`src/rtl/maxnet_controller.sv`:
```
// Sequencer for the four-neuron floating-point max network: loads inputs,
// repeats inhibition passes until a single winner, a tie or the pass limit.
module maxnet_controller #(
  parameter int unsigned DP_LAT   = 3,
  parameter int unsigned MAX_ITER = 32
) (
  input  logic       clk,
  input  logic       rst,
  input  logic       start,
  input  logic [3:0] alive,
  output logic       ld_init,
  output logic       dp_en,
  output logic       ld_iter,
  output logic       busy,
  output logic       done,
  output logic [1:0] winner,
  output logic [7:0] iter_cnt,
  output logic       tie,
  output logic       timeout
);

  typedef enum logic [2:0] {
    S_IDLE, S_LOAD, S_CHECK, S_ITER, S_UPDATE, S_DONE
  } state_t;

  localparam logic [3:0] WAIT_INIT = 4'(DP_LAT - 1);
  localparam logic [7:0] MAX_CNT   = 8'(MAX_ITER);

  state_t     state_q, state_d;
  logic       start_q, start_d;
  logic [3:0] wait_q, wait_d;
  logic [3:0] prev_q, prev_d;
  logic [7:0] iter_q, iter_d;
  logic [1:0] winner_q, winner_d;
  logic       tie_q, tie_d;
  logic       timeout_q, timeout_d;
  logic [2:0] alive_cnt;

  // Last assignment wins, so the lowest set bit ends up selected.
  function automatic logic [1:0] low_idx(input logic [3:0] v);
    low_idx = 2'd0;
    if (v[3]) low_idx = 2'd3;
    if (v[2]) low_idx = 2'd2;
    if (v[1]) low_idx = 2'd1;
    if (v[0]) low_idx = 2'd0;
  endfunction

  assign alive_cnt = 3'(alive[0]) + 3'(alive[1]) + 3'(alive[2]) + 3'(alive[3]);

  always_comb begin
    state_d   = state_q;
    start_d   = start;
    wait_d    = wait_q;
    prev_d    = prev_q;
    iter_d    = iter_q;
    winner_d  = winner_q;
    tie_d     = tie_q;
    timeout_d = timeout_q;
    case (state_q)
      S_IDLE: begin
        if (start && !start_q) begin
          state_d   = S_LOAD;
          iter_d    = 8'd0;
          winner_d  = 2'd0;
          tie_d     = 1'b0;
          timeout_d = 1'b0;
        end
      end
      S_LOAD: begin
        prev_d  = 4'hF;
        state_d = S_CHECK;
      end
      S_CHECK: begin
        if (alive_cnt == 3'd1) begin
          winner_d = low_idx(alive);
          state_d  = S_DONE;
        end else if (alive_cnt == 3'd0) begin
          // Everyone died this pass: fall back to the survivors of the last one.
          tie_d    = 1'b1;
          winner_d = low_idx(prev_q);
          state_d  = S_DONE;
        end else if (iter_q == MAX_CNT) begin
          timeout_d = 1'b1;
          winner_d  = low_idx(alive);
          state_d   = S_DONE;
        end else begin
          prev_d  = alive;
          wait_d  = WAIT_INIT;
          state_d = S_ITER;
        end
      end
      S_ITER: begin
        if (wait_q == 4'd0) state_d = S_UPDATE;
        else                wait_d  = wait_q - 4'd1;
      end
      S_UPDATE: begin
        iter_d  = iter_q + 8'd1;
        state_d = S_CHECK;
      end
      S_DONE:  state_d = S_IDLE;
      default: state_d = S_IDLE;
    endcase
  end

  always_ff @(posedge clk or negedge rst) begin
    if (!rst) begin
      state_q   <= S_IDLE;
      start_q   <= 1'b0;
      wait_q    <= 4'd0;
      prev_q    <= 4'd0;
      iter_q    <= 8'd0;
      winner_q  <= 2'd0;
      tie_q     <= 1'b0;
      timeout_q <= 1'b0;
    end else begin
      state_q   <= state_d;
      start_q   <= start_d;
      wait_q    <= wait_d;
      prev_q    <= prev_d;
      iter_q    <= iter_d;
      winner_q  <= winner_d;
      tie_q     <= tie_d;
      timeout_q <= timeout_d;
    end
  end

  assign ld_init  = (state_q == S_LOAD);
  assign dp_en    = (state_q == S_ITER);
  assign ld_iter  = (state_q == S_UPDATE);
  assign busy     = (state_q == S_LOAD) || (state_q == S_CHECK) ||
                    (state_q == S_ITER) || (state_q == S_UPDATE);
  assign done     = (state_q == S_DONE);
  assign winner   = winner_q;
  assign iter_cnt = iter_q;
  assign tie      = tie_q;
  assign timeout  = timeout_q;

endmodule

```
`config.mk`:
```
export PLATFORM = sky130hd
export DESIGN_NAME = maxnet_controller
export DESIGN_NICKNAME = d
export VERILOG_FILES = /design/src/rtl/maxnet_controller.sv
export SDC_FILE = /design/constraint.sdc
export NUM_CORES = 1
export LEC_CHECK = 0
export BUFFER_PORTS_ARGS = -buffer_cell sky130_fd_sc_hd__buf_2
export CAP_MARGIN = 40
export CORE_MARGIN = 10
export CORE_UTILIZATION = 30
export DETAILED_ROUTE_END_ITERATION = 16
export PLACE_DENSITY_LB_ADDON = 0.1
export SETUP_SLACK_MARGIN = 0.2
export SYNTH_ARGS = -nofsm -noshare
export SYNTH_HDL_FRONTEND = slang
export SYNTH_SLANG_ARGS = --single-unit
```
`constraint.sdc`:
```
create_clock -name clk -period 2.3 [get_ports clk]
set_clock_uncertainty 0.05 [all_clocks]
set_input_delay 0.46 -clock clk [delete_from_list [all_inputs] [get_ports clk]]
set_output_delay 0.46 -clock clk [all_outputs]
set_load 0.01 [all_outputs]
```
; ---- Word level (Yosys, flattened, before mapping)
; Cells that the tools add are included.
[word_totals]
inputBits = 7
ff_bits = 24
output_inout_bits = 17
mem_bits_ro = 0
latch_bits = 0
ram_bits = 0
memories = 0
wordCells = 87
[op_classes]
reduce_logical = 20
order_cmp = 0
multipliers = 0
shift = 0
n_eq_ne = 16
n_addsub = 5
n_div = 0
bitwise_logic = 0
muxes = 38
[op_table]
columns = cell, count
row1 = 4-bit two-way mux, 7
row2 = 2-bit two-way mux, 12
row3 = 4-bit case mux with 2 select lines, 2
row4 = 8-bit case mux with 2 select lines, 1
row5 = 3-bit two-way mux, 5
row6 = 2-bit inequality test (second input constant), 7
row7 = 3-bit case mux with 4 select lines, 1
row8 = 5-bit AND reduction, 2
row9 = 8-bit by 1-bit adder with 8-bit output (second input constant), 1
row10 = 8-bit by 6-bit equality test with 1-bit output (second input constant), 1
row11 = 8-bit two-way mux, 1
row12 = 4-bit AND reduction, 2
row13 = 2-bit nonzero test, 4
row14 = 3-bit by 1-bit equality test with 1-bit output (second input constant), 2
row15 = 3-bit by 2-bit equality test with 1-bit output (second input constant), 2
row16 = 3-bit equality test (second input constant), 2
row17 = 3-bit zero test, 2
row18 = 1-bit two-way mux, 6
row19 = 4-bit zero test, 1
row20 = 4-bit inequality test (second input constant), 1
row21 = 1-bit case mux with 2 select lines, 2
row22 = 2-bit case mux with 2 select lines, 1
row23 = 2-bit AND reduction, 2
row24 = 4-bit by 1-bit subtractor with 4-bit output (second input constant), 1
row25 = 9 further kinds, 11

; ---- Longest topological paths before layout
[logic_depth]
word_depth = 8
depth_mapped = 11
ltp_nobuf = 10

; ---- Worst setup path before layout
; OpenSTA, ideal clock, no wires.
[synth_path]
path_type = input-to-reg
from = input port alive[0]
to = register winner_q[1] (netlist: winner[1])
t_arrival_ns = 2.277
path_slack_ns = -0.151
setup_time_ns = 0.125
n_path_buf = 0
required_time_ns = 2.125
path_stages = 10
cell_sequence = inv_1 > fa_1 > inv_1 > ha_1 > inv_1 > ha_1 > nor3_1 > or4_1 > a21oi_1 > mux2_2
[synth_via]
elab_chain_len = 7
word_cells_on_any_way = 12
cone_classes = add/sub (3) / eq/ne (2) / mux (5) / reduce/logical (2)
[synth_rtl]
columns = element, line_no
row1 = "start, declared", 10  ; input logic [3:0] alive,
row2 = 1-bit by 1-bit adder with 2-bit output, 48  ; assign alive_cnt = 3'(alive[0]) + 3'(alive[1]) + 3'(alive[2]) + 3'(alive[3]);
row3 = 2-bit by 1-bit adder with 3-bit output, 48
row4 = 3-bit by 1-bit adder with 3-bit output, 48
row5 = 3-bit zero test, 77  ; end else if (alive_cnt == 3'd0) begin
row6 = 2-bit two-way mux, 77
row7 = 2-bit two-way mux, 74  ; if (alive_cnt == 3'd1) begin
row8 = 2-bit case mux with 2 select lines, 59  ; case (state_q)
row9 = "end signal, assigned", 121  ; winner_q <= winner_d;
row10 = "end, declared", 34  ; logic [1:0] winner_q, winner_d;
; Several ways; a longest one is shown, not always the timed one. The select of a mux whose other input is x is not followed.
; A chain may end at the register's enable or synchronous reset.

; ---- Final worst setup path
[layout_path]
from = input port alive[1]
to = register winner_q[0] (netlist: winner[0])
; The elaborated chain is that of the path after synthesis.

==> results by group <==
Worst setup path
  – CP cell instances: buf_8 > inv_4 > fa_1 > inv_2 > ha_4 > buf_4 > ha_4 > nor3_4 > buf_4 > o41ai_4 > mux2_4
  – Startpoint Class: input port
  – Crit Path Category: input port to register
  – CP arrival: 2.33 ns
  – Worst Setup End Kind: register
  – Critical Path Fanout Max: 3
  – WP buf/inv: 5
  – CP max stage delay: 0.54 ns
  – Worst path required time: 2.41 ns
  – Slowest CP cell: fa_1
  – CP top delay family: adder cells

Clock tree
  – Clock latency on the worst-skew pair: 0.27 ns
  – Root Driver: clkbuf_8
  – CTS H-Tree Depth: 1
  – TritonCTS clock tree: done
  – TritonCTS Sinks: 24
  – CTS Hold Buffers Added: 0
  – Clock transition at path regs: 0.09 ns
  – Clock buffer depth: 2
  – CTS Buf Count: 3

Final layout
  – Commonest non-fill, non-tap cell in the layout: dfrtp_1
  – Area growth, synth to finish: 36.04%
  – Final instance area: 1908 µm²
  – # diodes: 0
  – Nets: 197
  – Share of cells above drive strength 1: 43.33%
  – Commonest cells after routing, fill and taps aside: dfrtp_1, buf_2, buf_4

GRT
  – Number of global-route vias before repair: 1196
  – Antenna violations before repair: 0
  – Largest net degree at the start of global routing: 25
  – Total Routing Usage GR: 9.542%
  – Grt total ovfl: 0
  – First-pass GRT wire length: 5.996 mm

Synth
  – Syn nets: 156
  – Synth Warn #: 0
  – Mapped cell area: 1403 µm²
  – Sequential share of the synthesized area: 42.82%
  – Synthesized area per cell: 9.947 µm²
  – Synth Instances: 141
  – Seq cells post-synth: 24
  – Yosys cell types: 43

STA
  – Hold WS: 0.1204 ns
  – Minimum clock period after layout: 2.212 ns
  – Worst-Margin Slew: 0.5667 ns
  – Slew Viols, Final: 0
  – Maximum clock rate: 452.0 MHz
  – Endpoints failing hold: 0
  – Worst relative slew slack: 62.22%
  – Setup-failing EPs final: 0
  – RSZ-0062 raised after global routing: true
  – Final Cycle Share: 96.19%
  – Final Worst Setup Slack: 0.08759 ns

Placement
  – Pre-CTS setup slack: -0.2823 ns
  – Placer Congestion: 0.7746
  – Post-DP Area: 1694 µm²
  – Dpl hpwl: 2.629 mm
  – Port buffer count: 23

Drt
  – Routed len/inst: 15.11 µm
  – Drt first-iter violations: 61
  – Final WL: 3.506 mm
  – Via density per instance: 4.944
  – Via Count: 1147
  – DRT Pass-1 Iters: 4
  – Post-route ant nets: 0
  – DRC: 0

Power and ir drop
  – Total power: 2002 µW
  – Power Density: 1049 nW/µm²
  – Peak VDD IR: 478.1 µV
  – Pleak: 0.0009357 µW

Floorplan
  – Initial core utilization: 31.56%
  – Die Y: 88.38 µm
  – Die Area: 7810 µm²
  – Core Rows: 24
  – I/O Pins: 24
  – Die W: 88.38 µm
  – Area of the core: 4444 µm²

Status
  – Outcome: complete, no violations

Worst hold path
  – Hold WC Path Type: input port to asynchronous set/reset pin

Run
  – Max Cap Viol: 0
[cell type report]
class	instances	area [µm²]
fill	450	2536
inverter	16	70.07
multi-input combinational	96	847.1
sequential	24	600.6
clock buffer	3	41.29
tap	52	65.06
timing repair buffer	41	284.0
[flip-flops by register name, indices dropped and copies added (netlist names)]
signal,flops
start_q,1
winner,2
state_q,3
tie,1
timeout,1
wait_q,4
prev_q,4
iter_cnt,8
[power breakdown]
part           internal, µW  switching (µW)
clock network           117             144
registers               564             183
logic                   476             517
[through the flow]
step | utilization [%] | setup TNS, ns | std cells
6_report | 42.93 | 0 | 232
5_1_grt | 42.93 | 0 | 232
4_1_cts | 41.39 | 0 | 230
3_5_place_dp | 38.12 | -2.893 | 224
3_3_place_gp | 38.12 | -2.480 | 224
2_1_floorplan | - | -0.03603 | 141
[worst register-to-register path, delay by kind of cell, from the launching register on]
kind                     cells  cell delay (ns)
multiplexers                 1             0.37
AO/OA/AOI/OAI                2             0.35
AND/OR/NAND/NOR              1             0.31
adder cells (fa/ha/maj)      1             0.15
buffers and inverters        1             0.08
flip-flops                   1             0.44
[synth_stat cells, drive strengths merged]
master,n,share of area [%]
fa,1,1.4
xor2,2,1.2
mux2,3,2.4
nand3b,2,1.1
o2111ai,1,0.62
or3b,3,2.1
a22o,1,0.62
o211ai,1,0.54
o22ai,1,0.45
nand4,1,0.45
a31oi,4,1.8
a21oi,7,2.8
nor3,8,3.6
nand2,9,2.4
and3b,1,0.71
o41ai,1,0.62
a211oi,2,2.0
nor4b,1,0.62
and2,1,0.45
mux2i,4,2.9
ha,7,6.2
a21o,2,1.1
and4bb,1,0.89
and3,1,0.45
nor2,10,3.2
nor3b,2,1.1
o21a,2,1.1
xnor2,2,1.2
nand3,5,1.8
o21ai,7,2.5
or4,1,0.54
inv,16,4.3
dfrtp,24,43
buf,5,3.3
nor2b,2,0.89
[logic make-up (layout without fill, tap and decap cells)]
logic type,after synthesis,after routing,synth area share [%]
and+or+nand+nor,48,48,20.16
adders and majority gates,8,8,7.671
AOI/OAI and AO/OA,29,29,14.01
DFF,24,24,42.82
xor gates and xnor gates,4,4,2.498
buffers and inverters,21,60,7.582
muxes,7,7,5.263
[timing repair]
item                       4_1_cts  5_1_grt
setup endpoints to repair       15       14
pin swaps                        5        4
resized for setup               16       13
setup buffers                    3        2
[final timing paths]
| path | from | end | slack (ns) | depth (start not counted) |
|---|---|---|---|---|
| setup / recovery | alive[1] | winner[0]$_DFFE_PN0P_ | 0.09 | 11 |
| hold / removal | rst | timeout$_DFFE_PN0P_ | 0.12 | 1 |
| setup reg to reg | iter_cnt[0]$_DFFE_PN0P_ | winner[1]$_DFFE_PN0P_ | 0.46 | 6 |
| hold reg to reg | timeout$_DFFE_PN0P_ | timeout$_DFFE_PN0P_ | 0.45 | 1 |
| max in group asynchronous | rst | wait_q[1]$_DFFE_PN0P_ | 1.70 | 1 |
| min in group clk | start | start_q$_DFF_PN0_ | 0.26 | 1 |
[layer usage]
| metal | vias to the layer above | track usage, % | part of all wire (%) |
|---|---|---|---|
| met2 | 15 | 14.33 | 47 |
| met1 | 565 | 12.86 | 47 |
| met4 | 0 | 3.524 | 0.60 |
| met3 | 2 | 2.390 | 5.0 |
| met5 | - | 0 | 0 |
| li1 | 565 | - | - |
No activity file was read; power rests on OpenSTA's default activity.
